<file path="src/rtl/ram_arb.sv">
// ram_arb: arbitrates ports A and B onto a single-port byte-wide RAM and returns read data to the requesting port
module ram_arb (
   input  logic        clk,
   input  logic        reset,
   input  logic        RR,
   input  logic        a_req,
   input  logic        a_we,
   input  logic [14:0] a_addr,
   input  logic [7:0]  a_din,
   output logic        a_ack,
   output logic [7:0]  a_rdata,
   output logic        a_rvalid,
   input  logic        b_req,
   input  logic        b_we,
   input  logic [14:0] b_addr,
   input  logic [7:0]  b_din,
   output logic        b_ack,
   output logic [7:0]  b_rdata,
   output logic        b_rvalid,
   output logic        ram_sel,
   output logic        ram_we,
   output logic [14:0] ram_addr,
   output logic [7:0]  ram_din,
   input  logic [7:0]  ram_dout
);
   logic ea, eb, ga, gb, last_b, s1_v, s1_b;
   assign ea = a_req & ~a_ack;
   assign eb = b_req & ~b_ack;
   assign ga = ea & (~eb | ~RR | last_b);
   assign gb = eb & ~ga;
   // Register the winning command onto the RAM pins and remember who won
   always_ff @(posedge clk or posedge reset)
      if (reset) begin
         ram_sel  <= 1'b0;
         ram_we   <= 1'b0;
         ram_addr <= '0;
         ram_din  <= '0;
         a_ack    <= 1'b0;
         b_ack    <= 1'b0;
         last_b   <= 1'b1;
      end else begin
         ram_sel <= ga | gb;
         ram_we  <= ga ? a_we : gb & b_we;
         a_ack   <= ga;
         b_ack   <= gb;
         if (ga | gb) begin
            ram_addr <= ga ? a_addr : b_addr;
            ram_din  <= ga ? a_din : b_din;
            last_b   <= gb;
         end
      end
   // Tag each read alongside the RAM's read register, then hand ram_dout to the tagged port
   always_ff @(posedge clk or posedge reset)
      if (reset) begin
         s1_v     <= 1'b0;
         s1_b     <= 1'b0;
         a_rvalid <= 1'b0;
         b_rvalid <= 1'b0;
         a_rdata  <= '0;
         b_rdata  <= '0;
      end else begin
         s1_v     <= ram_sel & ~ram_we;
         s1_b     <= b_ack;
         a_rvalid <= s1_v & ~s1_b;
         b_rvalid <= s1_v & s1_b;
         if (s1_v & ~s1_b) a_rdata <= ram_dout;
         if (s1_v & s1_b) b_rdata <= ram_dout;
      end
endmodule

</file>
<file path="config.mk">
export PLATFORM = sky130hd
export DESIGN_NAME = ram_arb
export DESIGN_NICKNAME = d
export VERILOG_FILES = /design/src/rtl/ram_arb.sv
export SDC_FILE = /design/constraint.sdc
export NUM_CORES = 1
export LEC_CHECK = 0
export ABC_AREA = 1
export CORE_ASPECT_RATIO = 0.6
export CORE_MARGIN = 1.5
export CORE_UTILIZATION = 45
export DETAILED_ROUTE_END_ITERATION = 12
export DONT_BUFFER_PORTS = 1
export PLACE_DENSITY_LB_ADDON = 0.12
export RECOVER_POWER = 50
export SLEW_MARGIN = 20
export SYNTH_ARGS = -nofsm -noshare
export SYNTH_HDL_FRONTEND = slang
export SYNTH_SLANG_ARGS = --single-unit
</file>
<file path="constraint.sdc">
create_clock -name clk -period 1.9 [get_ports clk]
set_clock_uncertainty 0.2 [all_clocks]
set_input_delay 0.095 -clock clk [delete_from_list [all_inputs] [get_ports clk]]
set_output_delay 0.095 -clock clk [all_outputs]
set_load 0.02 [all_outputs]
</file>
==> metrics.yaml, run 1 <==
global_route:
  grt_max_degree: 49
  grtUsageTotal: 0.241
  antenna_found_initial: 0
  grt_pass1_vias: 2135
  grt-ovfl-total: 0
  grt_pass1_wl_microns: 10100
clocking:
  clkLatencyLatePin_ns: 0.29
  cts.htree.levels: 2
  cts_sinks: 48
  cts_tree: "built"
  cts_buffers: 5
  cts-root-to-sink-buffers: 2
  clock-root-buffer: "clkbuf_8"
  clk_pin_slew_worst_paths_ns: 0.08
floorplan:
  start_util: 0.481
  ios: 106
  dieArea_sq_um: 5460
  coreArea_sq_um: 4680
  rows: 19
  die_width_microns: 94.4
  dieHeight_microns: 57.8
placement:
  port_buffers: 0
  gp_congestion: 0.743
  hpwl_microns: 3590
  pre_cts_slack_ns: 0.325
route:
  drt-total-wl_microns: 6000
  dr.pass1.iters: 5
  highest_layer: "met4"
  via_per_inst: 5.23
  met1Wirelength_microns: 2780
  ant_nets: 0
  routed-via-count: 2060
  route.met2.wl_microns: 2730
  wire_per_inst_microns: 15.2
  drc: 0
  initialDrtViolationCount: 108
  wl_met3_microns: 455
timing:
  period_needed_ns: 1.74
  slew_viol_final: 0
  clock.fmax_mhz: 574
  hold_viol_final: 0
  period_share: 0.916
  setup_viol: 0
  worst_slew_pin_slew_ns: 0.771
  setup_slack_ns: 0.159
  fin_tns_setup_ns: 0
  hold_slack_ns: 0.0848
  slew_headroom: 0.485
  rsz0062_at_grt: "no"
critical_path:
  start_kind: "flip-flop"
  setup.worst_path.end_class: "flip-flop"
  rr_endpoint: "ram_addr[9]$_DFFE_PP0P_"
  path_max_fanout: 12
  crit_start: "last_b$_DFFE_PP1P_"
  r2r_cells: 5
  r2r-start: "last_b$_DFFE_PP1P_"
  critical_path_arrival_ns: 1.77
  required_ns: 1.93
  r2r_slack_ns: 0.16
  crit_type: "flip-flop to flip-flop"
yosys:
  ys_top_cells_by_area: "dfrtp_1, nand3_1, nand2_1"
  syn_inst: 270
  syn_area_sq_um: 2250
  post-synth-top-area-cell: "dfrtp_1"
  syn_nets: 331
  ys_warn_count: 0
  synth-async-reset-ratio: 1.00
  postSynthAreaPerCell_sq_um: 8.35
  synth_cell_type_count: 19
  synth_common_cells: "nand3_1, dfrtp_1, nand2_1"
  synth_most_common_cell: "nand3_1"
  yosysSeqAreaShare: 0.533
  synth_ff_type: "dfrtp_1"
  synth_top_area_frac: 0.522
  ys_ff_latch: 48
  synth-edff-count: 0
final_layout:
  syn2layout_area_growth_pct: 33.2
  final_core_util: 0.641
  antennaDiodeCount: 0
  nNetsFinal: 392
  drive_gt1_frac: 0.0665
  fillers: 386
pwr:
  finalPower_mw: 2.75
  seqPwrFrac: 0.596
  p_leak_nw: 1.49
  clock_power_share: 0.205
  p_int_mw: 1.73
  net-switching-power_mw: 1.02
  power_frac_comb: 0.198
  p_per_area_nw_per_um2: 916
  ir_drop_v: 0.000442
  swShare: 0.371
outcome:
  outcome: "completed"
worst_hold_path:
  min_to: "ram_addr[8]$_DFFE_PP0P_"
  worstHoldPathCells: 5
  worst_hold_path_type: "input port to flip-flop"
  min_from: "RR"
run:
  cap_violations: 0
==> registers in the layout, indices dropped and copies added (netlist names), 8 cells and up <==
name      count
a_rdata       8
ram_din       8
ram_addr     15
b_rdata       8
==> per-stage QoR <==
| stage | cell area (sq um) | cells |
|---|---|---|
| global placement | 2290 | 323 |
| detailed placement | 2290 | 323 |
| finish | 3000 | 394 |
| floorplan | 2250 | 270 |
| global route | 3000 | 394 |
| CTS | 3010 | 394 |
==> timing repair <==
item,4_1_cts,5_1_grt
gates resized for setup,0,1
endpoints found under the setup margin,0,1
setup buffers,0,0
hold endpoints to repair,89,0
hold buffers,64,0
==> cell families (layout without fill, tap and decap cells) <==
logic type | Yosys count | count (layout) | share of synthesized area
AO/OA/AOI/OAI | 40 | 40 | 0.0899
buffers and inverters | 60 | 121 | 0.125
flip-flops | 48 | 48 | 0.533
AND/OR/NAND/NOR | 122 | 122 | 0.252
==> critical path, cell delays in order, from the launching register on <==
cell and delay, ns:
dfstp_2 0.54, nor2_1 0.06, nand2_4 0.14, nand3_1 0.09, dlygate4sd3_1 0.57, nand3_1 0.08
==> power by group through the flow <==
stage / logic, mW / registers (mW) / clock network (mW)
2_1_floorplan: 0.361 / 1.62 / 0
3_3_place_gp: 0.424 / 1.66 / 0
3_5_place_dp: 0.438 / 1.66 / 0
4_1_cts: 0.542 / 1.64 / 0.589
5_1_grt: 0.633 / 1.67 / 0.644
6_report: 0.546 / 1.64 / 0.564
==> routing by layer <==
metal	vias to the layer above	GRT usage
li1	987	-
met1	982	0.324
met2	87	0.383
met3	4	0.0643
met4	0	0.0789
met5	-	0
==> layout by cell type (no fill, tap or decap), drive strengths merged, types with 5 or more instances in the layout <==
master and instances:
o21ai 16, nand3 70, inv 42, nor2 5, dfrtp 47, clkbuf 7, buf 7, dlygate4sd3 64
a21oi 23, nand2 47
==> final cells by class <==
cell class                 count  area, sq um  share of cell area
sequential                    48         1200               0.400
multi-input combinational    162          773               0.258
timing repair buffer          72          713               0.238
inverter                      42          158              0.0525
tap                           63         78.8              0.0262
clock buffer                   6         72.6              0.0242
clock inverter                 1         5.00             0.00167
==> worst max-delay path by stage <==
stage	cells past startpoint	end	slack, ns
final	5	ram_addr[9]$_DFFE_PP0P_	0.16
after global routing	6	ram_din[7]$_DFFE_PP0P_	0.09
after CTS	5	ram_addr[10]$_DFFE_PP0P_	0.10
after detailed placement	6	ram_we$_DFF_PP0_	0.32
after global placement	6	ram_we$_DFF_PP0_	0.35
after floorplan	1	a_ack$_DFF_PP0_	0.46
No activity file was read; power rests on OpenSTA's default activity.
==> run 2, diff against run 1 <==
==> constraint.sdc (replaced) <==
create_clock -name clk -period 1.79 [get_ports clk]
set_clock_uncertainty 0.2 [all_clocks]
set_input_delay 0.0895 -clock clk [delete_from_list [all_inputs] [get_ports clk]]
set_output_delay 0.0895 -clock clk [all_outputs]
set_load 0.02 [all_outputs]
==> metrics.yaml, run 2 (synthesis results as in run 1) <==
outcome:
  outcome: "completed"  # unchanged
timing:
  hold_slack_ns: 0.139  # was 0.0848 ns
  period_share: 0.862  # was 0.916
  setup_viol: 0  # unchanged
  slew_viol_final: 0  # unchanged
  rsz0062_at_grt: "no"  # unchanged
  clock.fmax_mhz: 648  # was 574 MHz
  worst_slew_pin_slew_ns: 0.937  # was 0.771 ns
  period_needed_ns: 1.54  # was 1.74 ns
  fin_tns_setup_ns: 0  # unchanged
  hold_viol_final: 0  # unchanged
  slew_headroom: 0.375  # was 0.485
floorplan:
  dieArea_sq_um: 5460  # unchanged
  coreArea_sq_um: 4680  # unchanged
  dieHeight_microns: 57.8  # unchanged
  die_width_microns: 94.4  # unchanged
  start_util: 0.481  # unchanged
  ios: 106  # unchanged
  rows: 19  # unchanged
route:
  drc: 0  # unchanged
  initialDrtViolationCount: 84  # was 108
  drt-total-wl_microns: 5870  # was 6000 microns
  ant_nets: 0  # unchanged
  dr.pass1.iters: 4  # was 5
  via_per_inst: 5.16  # was 5.23
  wire_per_inst_microns: 15.1  # was 15.2 microns
  highest_layer: "met4"  # unchanged
  wl_met3_microns: 535  # was 455 microns
  routed-via-count: 2013  # was 2,060
  met1Wirelength_microns: 2640  # was 2780 microns
  route.met2.wl_microns: 2650  # was 2730 microns
clocking:
  cts_buffers: 5  # unchanged
  clkLatencyLatePin_ns: 0.29  # about the same
  cts_resized: 0  # unchanged
  clk_pin_slew_worst_paths_ns: 0.08  # about the same
  clock-root-buffer: "clkbuf_8"  # unchanged
  cts.htree.levels: 2  # unchanged
  cts_tree: "built"  # unchanged
  cts_sinks: 48  # unchanged
  cts-root-to-sink-buffers: 2  # unchanged
critical_path:
  critical-path-top-delay-family: "buffers and inverters"  # unchanged
  path_max_fanout: 48  # was 12
  cp_slowest_cell: "dfrtp_1"  # was dlygate4sd3_1
  crit_path_frequent_cell: "nand2_1"  # was nand3_1
  cp_num_buf_inv: 3  # was 1
  required_ns: 1.76  # was 1.93 ns
  critical_path_arrival_ns: 1.52  # was 1.77 ns
  max_stage_delay_ns: 0.40  # was 0.57 ns
  crit_type: "flip-flop to flip-flop"  # unchanged
  setup.worst_path.end_class: "flip-flop"  # unchanged
  cp_cell_sequence: "buf_4 > inv_1 > nand2_1 > buf_12 > a21oi_1 > nand2_1 > nand3_1"  # was nor2_1 > nand2_4 > nand3_1 > dlygate4sd3_1 > nand3_1
  start_kind: "flip-flop"  # unchanged
global_route:
  grt_pass1_vias: 1948  # was 2,135
  grt_pass1_wl_microns: 9390  # was 10,100 microns
  grtUsageTotal: 0.225  # was 0.241
  antenna_found_initial: 0  # unchanged
  grt_max_degree: 49  # unchanged
  grt-ovfl-total: 0  # unchanged
pwr:
  ir_drop_v: 0.000521  # was 0.000442 V
  p_per_area_nw_per_um2: 1060  # was 916 nW/um^2
  p_leak_nw: 1.50  # was 1.49 nW
placement:
  hpwl_microns: 3720  # was 3590 microns
  port_buffers: 0  # unchanged
  gp_congestion: 0.737  # was 0.743
final_layout:
  nNetsFinal: 388  # was 392
  seqCellArea_sq_um: 1200  # unchanged
  layout_commonest_cell: "nand3_1"  # unchanged
  largest_register_ffs: 15  # unchanged
  antennaDiodeCount: 0  # unchanged
  fillers: 380  # was 386
  syn2layout_area_growth_pct: 33.9  # was 33.2%
  drive_gt1_frac: 0.0734  # was 0.0665
  final_cell_mix: "nand3_1, dlygate4sd3_1, dfrtp_1"  # unchanged
  multi_input_area_sq_um: 768  # was 773 sq um
  regMostFlops: "ram_addr"  # unchanged
run:
  cap_violations: 0  # unchanged
worst_hold_path:
  worst_hold_path_type: "input port to flip-flop"  # unchanged
## run 2: cell types whose count changed in the layout (fill, tap and decap cells not counted)
cell           before  now
dlygate4sd3_1      64   59
bufinv_16           0    2
buf_12              1    2
buf_4               6    7
clkbuf_1            1    0
clkbuf_4            1    0
clkinv_2            1    0
nand2_2             1    2
nand2_4             2    1
## run 2: path summary, 6_finish.rpt
path | startpoint | endpoint | slack [ns] | cells after the start
max reg2reg | b_ack$_DFF_PP0_ | ram_din[4]$_DFFE_PP0P_ | 0.25 | 7
min reg2reg | s1_b$_DFF_PP0_ | a_rvalid$_DFF_PP0_ | 0.25 | 1
min in group asynchronous | reset | ram_addr[8]$_DFFE_PP0P_ | 0.25 | 2
min | RR | last_b$_DFFE_PP1P_ | 0.14 | 5
max in group asynchronous | reset | last_b$_DFFE_PP1P_ | 0.41 | 3
max | b_ack$_DFF_PP0_ | ram_din[4]$_DFFE_PP0P_ | 0.25 | 7
## run 2: worst register-to-register path: cells and delay by family (launching register included)
family | cells | cell delay (ns)
AOI/OAI and AO/OA | 1 | 0.11
buffers and inverters | 3 | 0.45
DFF | 1 | 0.40
and+or+nand+nor | 3 | 0.26
## run 2: metal layers
layer	global-route usage	vias up
met2	0.353	88
met3	0.0696	6
met4	0.0618	0
li1	-	978
met1	0.307	941
met5	0	-
## run 2: what timing repair did
item	4_1_cts	5_1_grt
hold buffers	59	0
setup buffers	0	0
hold endpoints to repair	89	0
## run 2: power breakdown
part | internal [mW] | total (mW) | switching, mW
logic | 0.257 | 0.569 | 0.313
registers | 1.31 | 1.75 | 0.437
clock network | 0.550 | 0.899 | 0.349
## run 2: final cells by class
class | instances | area share
Sequential cell | 48 | 0.398
Multi-Input combinational cell | 162 | 0.254
Timing Repair Buffer | 68 | 0.226
Inverter | 42 | 0.0522
Tap cell | 63 | 0.0261
Clock buffer | 5 | 0.0228
Clock inverter | 2 | 0.0199
## run 2: metrics by stage
| stage | worst slack [ns] | cells | power [mW] | area, sq um | utilization |
|---|---|---|---|---|---|
| 6_report | 0.247 | 390 | 3.21 | 3020 | 0.645 |
| 4_1_cts | 0.304 | 390 | 3.23 | 3020 | 0.645 |
| 2_1_floorplan | 0.358 | 270 | 2.10 | 2250 | - |
| 3_3_place_gp | 0.326 | 324 | 2.21 | 2300 | 0.492 |
| 3_5_place_dp | 0.304 | 324 | 2.23 | 2300 | 0.492 |
| 5_1_grt | 0.183 | 390 | 3.40 | 3020 | 0.645 |
==> run 3, diff against run 2 <==
--- a/config.mk
+++ b/config.mk
@@ -12,7 +12,6 @@
 export DETAILED_ROUTE_END_ITERATION = 12
 export DONT_BUFFER_PORTS = 1
 export PLACE_DENSITY_LB_ADDON = 0.12
-export RECOVER_POWER = 50
 export SLEW_MARGIN = 20
 export SYNTH_ARGS = -nofsm -noshare
 export SYNTH_HDL_FRONTEND = slang
==> metrics.yaml, run 3 (synthesis results as in run 1) <==
outcome:
  outcome: "completed"  # unchanged
timing:
  fin_tns_setup_ns: 0  # unchanged
  clock.fmax_mhz: 654  # was 648 MHz
  slew_viol_final: 0  # unchanged
  hold_slack_ns: 0.0788  # was 0.139 ns
  hold_viol_final: 0  # unchanged
  period_share: 0.855  # was 0.862
  rsz0062_at_grt: "no"  # unchanged
  setup_viol: 0  # unchanged
  slew_headroom: 0.659  # was 0.375
  worst_slew_pin_slew_ns: 0.510  # was 0.937 ns
  period_needed_ns: 1.53  # was 1.54 ns
final_layout:
  layout_commonest_cell: "nand3_1"  # unchanged
  nNetsFinal: 388  # unchanged
  final_cell_mix: "nand3_1, dlygate4sd3_1, dfrtp_1"  # unchanged
  antennaDiodeCount: 0  # unchanged
  drive_gt1_frac: 0.0795  # was 0.0734
  regMostFlops: "ram_addr"  # unchanged
  syn2layout_area_growth_pct: 34.0  # was 33.9%
  largest_register_ffs: 15  # unchanged
route:
  ant_nets: 0  # unchanged
  dr.pass1.iters: 4  # unchanged
  via_per_inst: 5.16  # unchanged
  wire_per_inst_microns: 15.0  # was 15.1 microns
  initialDrtViolationCount: 83  # was 84
  drc: 0  # unchanged
  routed-via-count: 2013  # unchanged
  drt-total-wl_microns: 5840  # was 5870 microns
floorplan:
  ios: 106  # unchanged
  dieHeight_microns: 57.8  # unchanged
  rows: 19  # unchanged
  start_util: 0.481  # unchanged
  die_width_microns: 94.4  # unchanged
  coreArea_sq_um: 4680  # unchanged
  dieArea_sq_um: 5460  # unchanged
pwr:
  p_per_area_nw_per_um2: 1060  # about the same
  seqPwrFrac: 0.543  # about the same
  ir_drop_v: 0.000521  # about the same
  net-switching-power_mw: 1.10  # about the same
  clock_power_share: 0.279  # was 0.280
  p_leak_nw: 1.50  # about the same
  p_int_mw: 2.12  # about the same
  power_frac_comb: 0.177  # about the same
  swShare: 0.341  # was 0.342
clocking:
  clock-root-buffer: "clkbuf_8"  # unchanged
  cts-root-to-sink-buffers: 2  # unchanged
  cts_buffers: 5  # unchanged
  cts_sinks: 48  # unchanged
  cts_tree: "built"  # unchanged
  postCtsSetupBuffers: 0  # unchanged
  cts_resized: 0  # unchanged
  clk_pin_slew_worst_paths_ns: 0.09  # was 0.08 ns
  clkLatencyLatePin_ns: 0.29  # about the same
  cts.htree.levels: 2  # unchanged
critical_path:
  max_stage_delay_ns: 0.40  # about the same
  crit_path_frequent_cell: "nand2_1"  # unchanged
  cp_slowest_cell: "dfrtp_1"  # unchanged
  start_kind: "flip-flop"  # unchanged
  setup.worst_path.end_class: "flip-flop"  # unchanged
  path_max_fanout: 48  # unchanged
  required_ns: 1.76  # about the same
  critical_path_arrival_ns: 1.50  # was 1.52 ns
  cp_cell_sequence: "buf_4 > inv_1 > nand2_1 > buf_12 > a21oi_1 > nand2_1 > nand3_1"  # unchanged
  crit_type: "flip-flop to flip-flop"  # unchanged
placement:
  hpwl_microns: 3720  # unchanged
  gp_congestion: 0.737  # unchanged
  port_buffers: 0  # unchanged
global_route:
  grt_pass1_vias: 1948  # unchanged
  antenna_found_initial: 0  # unchanged
  grt_max_degree: 49  # unchanged
  grt_pass1_wl_microns: 9390  # unchanged
  grtUsageTotal: 0.225  # unchanged
  grt-ovfl-total: 0  # unchanged
worst_hold_path:
  worst_hold_path_type: "input port to async pin"  # was input port to flip-flop
run:
  cap_violations: 0  # unchanged
==> run 3: cell types whose count changed in the layout (fill, tap and decap cells not counted) <==
cell    change
nor2_2      +1
inv_2       +1
inv_1       -1
nor2_1      -1
==> run 3: final timing paths <==
kind / start / to / slack [ns] / cells past startpoint
max: b_ack$_DFF_PP0_ / ram_din[4]$_DFFE_PP0P_ / 0.26 / 7
min: reset / ram_addr[8]$_DFFE_PP0P_ / 0.08 / 2
max reg2reg: b_ack$_DFF_PP0_ / ram_din[4]$_DFFE_PP0P_ / 0.26 / 7
min reg2reg: s1_b$_DFF_PP0_ / a_rvalid$_DFF_PP0_ / 0.25 / 1
max in group asynchronous: reset / last_b$_DFFE_PP1P_ / 0.72 / 3
min in group clk: RR / last_b$_DFFE_PP1P_ / 0.14 / 5
==> run 3: power groups by stage <==
stage	combinational [mW]	clock, mW	sequential, mW
finish	0.570	0.897	1.75
global route	0.651	0.975	1.77
CTS	0.570	0.917	1.75
detailed placement	0.469	0	1.76
global placement	0.453	0	1.76
floorplan	0.383	0	1.72
==> run 3: routing by layer <==
metal	part of all wire	routed length, microns	global-route usage
met4	0.0075	44	0.0618
met1	0.45	2640	0.307
met2	0.45	2630	0.353
met3	0.090	526	0.0696
met5	0	0	0
==> run 3: per-stage QoR <==
step                      instance area, sq um   util  std cells  setup slack (ns)  power (mW)
after global routing                      3020  0.645        390             0.183        3.40
after floorplan                           2250      -        270             0.358        2.10
after detailed placement                  2300  0.492        324             0.304        2.23
after global placement                    2300  0.492        324             0.326        2.21
final                                     3020  0.645        390             0.260        3.21
after CTS                                 3020  0.645        390             0.304        3.23
==> run 3: final cells by class <==
cell class / count / area, sq um
clock buffers: 5 / 68.8
inverters: 42 / 158
fillers: 380 / 1660
well taps: 63 / 78.8
multi-input cells: 162 / 771
clock inverters: 2 / 60.1
flip-flops and latches: 48 / 1200
repair buffers: 68 / 683
==> run 3: critical path: cells and delay by family (launching register included) <==
kind / cells / cell delay (ns)
flip-flops: 1 / 0.40
buffers and inverters: 3 / 0.45
AO/OA/AOI/OAI: 1 / 0.09
AND/OR/NAND/NOR: 3 / 0.26
==> run 3: timing repair <==
action / 4_1_cts / 5_1_grt
hold buffers: 59 / 0
setup endpoints to repair: 0 / 0
endpoints found under the hold margin: 89 / 0
